[config.mk]
export PLATFORM = sky130hd
export DESIGN_NAME = if_stage_fetch_unit
export DESIGN_NICKNAME = d
export VERILOG_FILES = /design/src/rtl/if_stage_fetch_unit.sv
export SDC_FILE = /design/constraint.sdc
export NUM_CORES = 1
export LEC_CHECK = 0
export ABC_AREA = 1
export BUFFER_PORTS_ARGS = -buffer_cell sky130_fd_sc_hd__buf_4
export CELL_PAD_IN_SITES_DETAIL_PLACEMENT = 0
export CELL_PAD_IN_SITES_GLOBAL_PLACEMENT = 1
export CORE_MARGIN = 2
export CORE_UTILIZATION = 38
export CTS_BUF_LIST = sky130_fd_sc_hd__clkbuf_8
export DETAILED_ROUTE_END_ITERATION = 10
export PLACE_DENSITY_LB_ADDON = 0.1
export RECOVER_POWER = 50
export SYNTH_ARGS = -nofsm -noshare
export SYNTH_HDL_FRONTEND = slang
export SYNTH_SLANG_ARGS = --single-unit
[constraint.sdc]
create_clock -name clk -period 3.8 [get_ports clk]
set_clock_uncertainty 0.05 [all_clocks]
set_input_delay 0.38 -clock clk [delete_from_list [all_inputs] [get_ports clk]]
set_output_delay 0.38 -clock clk [all_outputs]
set_load 0.02 [all_outputs]
[src/rtl/if_stage_fetch_unit.sv]
// rtl/if_stage_fetch_unit.sv - IF stage: PC, imem wait-state handshake, IF/ID register; optional counters under IF_PERF_CNT_EN
module if_stage_fetch_unit #(
    parameter int                 PC_W      = 16,
    parameter int                 INSTR_W   = 16,
    parameter logic [PC_W-1:0]    RESET_PC  = '0,
    parameter logic [INSTR_W-1:0] NOP_INSTR = '0
) (
    input  logic               clk,
    input  logic               rst_n,
    input  logic               pc_write,
    input  logic               id_write,
    input  logic               branch_taken,
    input  logic [PC_W-1:0]    branch_target,
    output logic [PC_W-1:0]    imem_addr,
    input  logic [INSTR_W-1:0] imem_rdata,
    input  logic               imem_ready,
    output logic [PC_W-1:0]    pc,
    output logic [INSTR_W-1:0] if_id_instr,
    output logic [PC_W-1:0]    if_id_pc_plus1,
    output logic               if_id_valid
`ifdef IF_PERF_CNT_EN
    ,
    output logic [15:0]        stall_cnt,
    output logic [15:0]        miss_cnt,
    output logic [15:0]        flush_cnt
`endif
);

    typedef enum logic [1:0] {
        BOOT = 2'd0,
        RUN  = 2'd1,
        MISS = 2'd2
    } state_t;

    state_t          state;
    logic            in_boot;
    logic            do_flush;
    logic            do_stall;
    logic            do_miss;
    logic [PC_W-1:0] pc_plus1;

    // Word-addressed sequential PC; wraps naturally at 2^PC_W.
    assign pc_plus1  = pc + PC_W'(1);
    assign imem_addr = pc;

    // Priority decode: flush > stall > miss > fetch. The illegal
    // pc_write=1/id_write=0 combination falls into the stall case.
    assign in_boot  = (state == BOOT);
    assign do_flush = !in_boot && branch_taken;
    assign do_stall = !in_boot && !branch_taken && !(pc_write && id_write);
    assign do_miss  = !in_boot && !branch_taken && pc_write && id_write && !imem_ready;

    // PC, IF/ID register and fetch FSM, all registered together.
    always_ff @(posedge clk or negedge rst_n) begin
        if (!rst_n) begin
            state          <= BOOT;
            pc             <= RESET_PC;
            if_id_instr    <= NOP_INSTR;
            if_id_pc_plus1 <= '0;
            if_id_valid    <= 1'b0;
        end else if (in_boot) begin
            state <= RUN;
        end else if (do_flush) begin
            pc          <= branch_target;
            if_id_instr <= NOP_INSTR;
            if_id_valid <= 1'b0;
            state       <= RUN;
        end else if (do_stall) begin
            if (id_write) begin
                if_id_instr <= NOP_INSTR;
                if_id_valid <= 1'b0;
            end
        end else if (do_miss) begin
            state       <= MISS;
            if_id_instr <= NOP_INSTR;
            if_id_valid <= 1'b0;
        end else begin
            pc             <= pc_plus1;
            if_id_instr    <= imem_rdata;
            if_id_pc_plus1 <= pc_plus1;
            if_id_valid    <= 1'b1;
            state          <= RUN;
        end
    end

`ifdef IF_PERF_CNT_EN
    function automatic logic [15:0] sat_inc(input logic [15:0] v);
        return (v == 16'hFFFF) ? v : v + 16'd1;
    endfunction

    // Saturating event counters, one per priority rule that can stop the fetch.
    always_ff @(posedge clk or negedge rst_n) begin
        if (!rst_n) begin
            stall_cnt <= '0;
            miss_cnt  <= '0;
            flush_cnt <= '0;
        end else begin
            if (do_stall) stall_cnt <= sat_inc(stall_cnt);
            if (do_miss)  miss_cnt  <= sat_inc(miss_cnt);
            if (do_flush) flush_cnt <= sat_inc(flush_cnt);
        end
    end
`endif

endmodule

==> results.toml, run 1 <==
[run_status]
status = "completed"

[critical_path]
timing.reg2reg.setup_slack_ns = 1.37
crit_fanout = 27
cp.depth = 5
cp_top_family = "simple AND/OR/NAND/NOR gates"
critPathCaptureType = "flip-flop"
slowest_delay_ns = 0.87
timing.rr.start = "state[1]"
crit_slowest_cell = "nor2_1"
crit_chain = "nor2_1, nor2_4, nand3_2, inv_2, o21a_1"
cp.required_ns = 3.95
path_buf_inv = 1
setup.worst_path.start_class = "flip-flop"
r2r-end = "if_id_pc_plus1[14]"
critical_path_class = "reg -> reg"
endpoint = "if_id_pc_plus1[14]"
arrival_ns = 2.59
crit_path_start = "state[1]"
worstRegToRegCells = 5

[finish]
nFillCells = 710
drive_gt1_frac = 0.205
fin_cells = 530
stdcell_area_um2 = 3350
final_cell_mix = "nand2_1, buf_4, dfrtp_1"
antenna_cells = 0
regArea_um2 = 1280
syn2layout_area_growth_pct = 25.0
layout_commonest_cell = "nand2_1"
multi_input_area_um2 = 1120
nets = 472

[detailed_routing]
drt_iter0_markers = 92
drc = 0
drt-vias-per-instance = 4.52
drtAntennaViolNets = 0
wire_per_inst_um = 12.8
drt_first_pass_iters = 4
drt_wl_total_um = 6790
vias = 2394

[timing]
rsz0062_at_grt = "no"
fin_ws_ns = 1.37
timing_hold_violations_final = 0
setup_tns_ns = 0
slew_viol_final = 0
fin_crit_ns = 2.43
fmax_ghz = 0.411
whs_ns = 0.0380
slew_headroom = 0.239
setup_violations = 0
tightest_slew_ns = 1.14
fin_crit_sh = 0.640

[min_path]
hp-class = "in -> async"

[placed_design]
dp.cells = 522
dpl-instance-area_um2 = 3380
io_buffers = 102
hpwl_um = 4860
pre_cts_ws_ns = 1.77
finalWeightedCongestion = 0.786

[die]
die_y_um = 88.0
die_w_um = 88.0
die-area_um2 = 7740
num_rows = 30
core-area_um2 = 6790
io_pins = 103
start_util = 0.394

[clock_tree]
cts_sinks = 51
cts_tree = "yes"
cts_buffers = 5
hold_buffers = 0
postCtsResizedCells = 0
clk_pin_slew_ns = 0.10
clk_latency_ns = 0.31
cts_root_buffer = "clkbuf_8"
max-clock-path-buffers = 2
htreeDepth = 2
cts_setup_buffers = 0

[synth]
yosys_warnings = 0
ys_ff_latch = 51
yosys.cell_types.count = 23
syn_avg_cell_area_um2 = 7.66
synthesis.nets = 389
synth-seq-area-share = 0.476
synthCells = 350
synth.cell_area_um2 = 2680

[global_routing]
grt_pass1_wl_um = 10900
grt_max_degree = 52
antenna_found_initial = 0
grt_usage = 0.180
first_global_vias = 2233
grt-ovfl-total = 0

[power_and_ir_drop]
p_per_area_nw_per_um2 = 503
power.leakage_nw = 1.82
peakVddDrop_mv = 0.236

[flow_run]
maxCapViolCount = 0
==> stage by stage <==
step	utilization	power, mW
2_1_floorplan	-	1.15
3_3_place_gp	0.497	1.40
3_5_place_dp	0.497	1.41
4_1_cts	0.511	1.75
5_1_grt	0.493	1.80
6_report	0.493	1.68
==> final cells by class <==
cell class | count | area share
clock inverter | 3 | 0.00784
clock buffer | 5 | 0.0205
tap | 96 | 0.0358
timing repair buffer | 102 | 0.194
inverter | 23 | 0.0258
multi-input combinational | 250 | 0.335
sequential | 51 | 0.381
==> how the worst min path moves through the flow <==
stage               slack, ns  cells after the start              to  start
floorplan                0.03                      0  if_id_instr[0]  rst_n
global placement         0.41                      1  if_id_instr[0]  rst_n
detailed placement       0.41                      1  if_id_instr[0]  rst_n
CTS                      0.06                      1  if_id_instr[1]  rst_n
global route             0.09                      1  if_id_instr[1]  rst_n
finish                   0.04                      1        state[1]  rst_n
==> report_power, final <==
| part | internal [mW] | leakage, nW | switching, mW |
|---|---|---|---|
| Clock | 0.136 | 0.0491 | 0.200 |
| Combinational | 0.228 | 1.12 | 0.380 |
| Sequential | 0.636 | 0.653 | 0.105 |
| Total | 1.00 | 1.82 | 0.684 |
==> registers in the layout, indices dropped and copies added (netlist names) <==
register        count
if_id_valid         1
if_id_instr        16
imem_addr          16
if_id_pc_plus1     16
state               2
==> routing by layer <==
layer  global-route usage  part of all wire
met1                0.241              0.48
met2                0.296              0.45
met3               0.0415             0.063
met4               0.0420            0.0096
met5                    0                 0
==> cell usage after synthesis <==
| cell | instances | area (um^2) |
|---|---|---|
| nor2_1 | 35 | 131 |
| o21ai_0 | 30 | 150 |
| nand3_1 | 18 | 90.1 |
| dfrtp_1 | 51 | 1280 |
| inv_1 | 21 | 78.8 |
| nand2_1 | 140 | 526 |
| inv_2 | 2 | 7.51 |
| o21a_1 | 3 | 22.5 |
| nand2_2 | 1 | 6.26 |
| clkbuf_1 | 2 | 7.51 |
| buf_6 | 1 | 11.3 |
| o21ai_2 | 1 | 8.76 |
| nand3_4 | 1 | 17.5 |
| mux2_2 | 1 | 11.3 |
| buf_2 | 2 | 10.0 |
| xor2_1 | 7 | 61.3 |
| ha_1 | 1 | 12.5 |
| nor2_4 | 2 | 22.5 |
| nand2_4 | 1 | 11.3 |
| o21ai_1 | 3 | 15.0 |
| nand4_1 | 4 | 25.0 |
| buf_4 | 21 | 158 |
| nand3_2 | 2 | 20.0 |
==> cell families (layout without fill, tap and decap cells) <==
group,after synthesis,in the layout,synth area share
AO/OA/AOI/OAI,37,37,0.0733
buffers and inverters,49,133,0.102
flip-flops,51,51,0.476
XOR/XNOR,7,7,0.0229
multiplexers,1,1,0.00420
adder cells (fa/ha/maj),1,1,0.00467
AND/OR/NAND/NOR,204,204,0.317
Power figures use the tool's default switching activity.
==> run 2: changes to the inputs <==
--- a/config.mk
+++ b/config.mk
@@ -10,7 +10,7 @@
 export CELL_PAD_IN_SITES_DETAIL_PLACEMENT = 0
 export CELL_PAD_IN_SITES_GLOBAL_PLACEMENT = 1
 export CORE_MARGIN = 2
-export CORE_UTILIZATION = 38
+export CORE_UTILIZATION = 35
 export CTS_BUF_LIST = sky130_fd_sc_hd__clkbuf_8
 export DETAILED_ROUTE_END_ITERATION = 10
 export PLACE_DENSITY_LB_ADDON = 0.1
==> constraint.sdc (replaced) <==
create_clock -name clk -period 2.4 [get_ports clk]
set_clock_uncertainty 0.05 [all_clocks]
set_input_delay 0.24 -clock clk [delete_from_list [all_inputs] [get_ports clk]]
set_output_delay 0.24 -clock clk [all_outputs]
set_load 0.02 [all_outputs]
==> results.toml, run 2 (synthesized netlist as in run 1, its figures left out) <==
[run_status]
status = "completed"

[timing]
timing_hold_violations_final = 0
fin_crit_ns = 1.83
fin_ws_ns = 0.571
setup_tns_ns = 0
fmax_ghz = 0.547
setup_violations = 0
slew_headroom = 0.128
tightest_slew_ns = 1.31
fin_crit_sh = 0.762
rsz0062_at_grt = "no"
slew_viol_final = 0

[global_routing]
first_global_vias = 2362
grt-ovfl-total = 0
grt_pass1_wl_um = 11600
grt_usage = 0.171
grt_max_degree = 52
antenna_found_initial = 0

[flow_run]
maxCapViolCount = 0

[placed_design]
pre_cts_ws_ns = 0.574
dp.cells = 526
hpwl_um = 5070
io_buffers = 102
finalWeightedCongestion = 0.801

[clock_tree]
max-clock-path-buffers = 2
cts_setup_buffers = 0
cts_sinks = 51
cts_root_buffer = "clkbuf_8"
cts_buffers = 5
clk_pin_slew_ns = 0.10
clk_latency_ns = 0.31
hold_buffers = 1
cts_tree = "yes"
postCtsResizedCells = 0
htreeDepth = 2

[power_and_ir_drop]
peakVddDrop_mv = 0.262
p_per_area_nw_per_um2 = 791
power_mw = 2.67
power.leakage_nw = 1.82

[die]
io_pins = 103
num_rows = 31
die_y_um = 91.5
start_util = 0.366
die-area_um2 = 8370
die_w_um = 91.5
core-area_um2 = 7330

[detailed_routing]
drt_iter0_markers = 63
drt_first_pass_iters = 4
drt_wl_total_um = 7080
wire_per_inst_um = 13.2
drc = 0
vias = 2423
drt-vias-per-instance = 4.53
drtAntennaViolNets = 0

[critical_path]
cp_top_family = "simple AND/OR/NAND/NOR gates"
arrival_ns = 1.97
cp.depth = 8
worstRegToRegCells = 8
path_buf_inv = 2
critical_path_class = "reg -> reg"
crit_chain = "nor2_4, inv_2, nand2_4, inv_1, nand2_1, o21ai_2, nand2_1, o21ai_0"
crit_fanout = 19
setup.worst_path.start_class = "flip-flop"
critPathCaptureType = "flip-flop"
cp_common_cell = "nand2_1"
crit_slowest_cell = "dfrtp_1"
slowest_delay_ns = 0.42
cp.required_ns = 2.54

[finish]
nets = 474
regArea_um2 = 1280
drive_gt1_frac = 0.206
final_core_util = 0.461
final_cell_mix = "nand2_1, buf_4, dfrtp_1"
multi_input_area_um2 = 1130
syn2layout_area_growth_pct = 26.0
nFillCells = 819
antenna_cells = 0
fin_cells = 535
layout_commonest_cell = "nand2_1"

[min_path]
hold_depth = 3
hp-class = "in -> reg"
run 2: final timing paths:
check / startpoint / endpoint / slack (ns)
min in group asynchronous: rst_n / if_id_pc_plus1[2] / 0.70
max in group asynchronous: rst_n / imem_addr[12] / 0.82
max: state[1] / imem_addr[0] / 0.57
max reg2reg: state[1] / imem_addr[0] / 0.57
min reg2reg: if_id_pc_plus1[11] / if_id_pc_plus1[11] / 0.44
min: imem_rdata[11] / if_id_instr[11] / 0.07
run 2: worst min-delay path, cell delays in order:
cell and delay, ns:
buf_4 0.08, nand2_1 0.04, nand2_1 0.04
run 2: area by class of cell:
cell class	count	share of cell area
clock buffer	6	0.0245
clock inverter	2	0.00482
inverter	23	0.0256
multi-input combinational	250	0.335
sequential	51	0.378
tap	99	0.0367
timing repair buffer	104	0.196
run 2: per-layer routing:
metal	GRT usage	wire [um]	vias up
li1	-	-	1256
met2	0.281	3230	69
met3	0.0365	404	5
met5	0	0	-
met4	0.0341	59	0
met1	0.232	3390	1093
run 2: report_power, final:
| part | switching, mW | internal [mW] | total (mW) |
|---|---|---|---|
| Clock | 0.303 | 0.236 | 0.539 |
| Sequential | 0.167 | 1.01 | 1.17 |
| Combinational | 0.601 | 0.355 | 0.956 |
run 2: per-stage QoR:
step | hold slack [ns] | cell area [um^2]
2_1_floorplan | -0.106 | 2680
3_3_place_gp | 0.270 | 3390
3_5_place_dp | 0.275 | 3390
4_1_cts | 0.0639 | 3500
5_1_grt | 0.0687 | 3380
6_report | 0.0676 | 3380
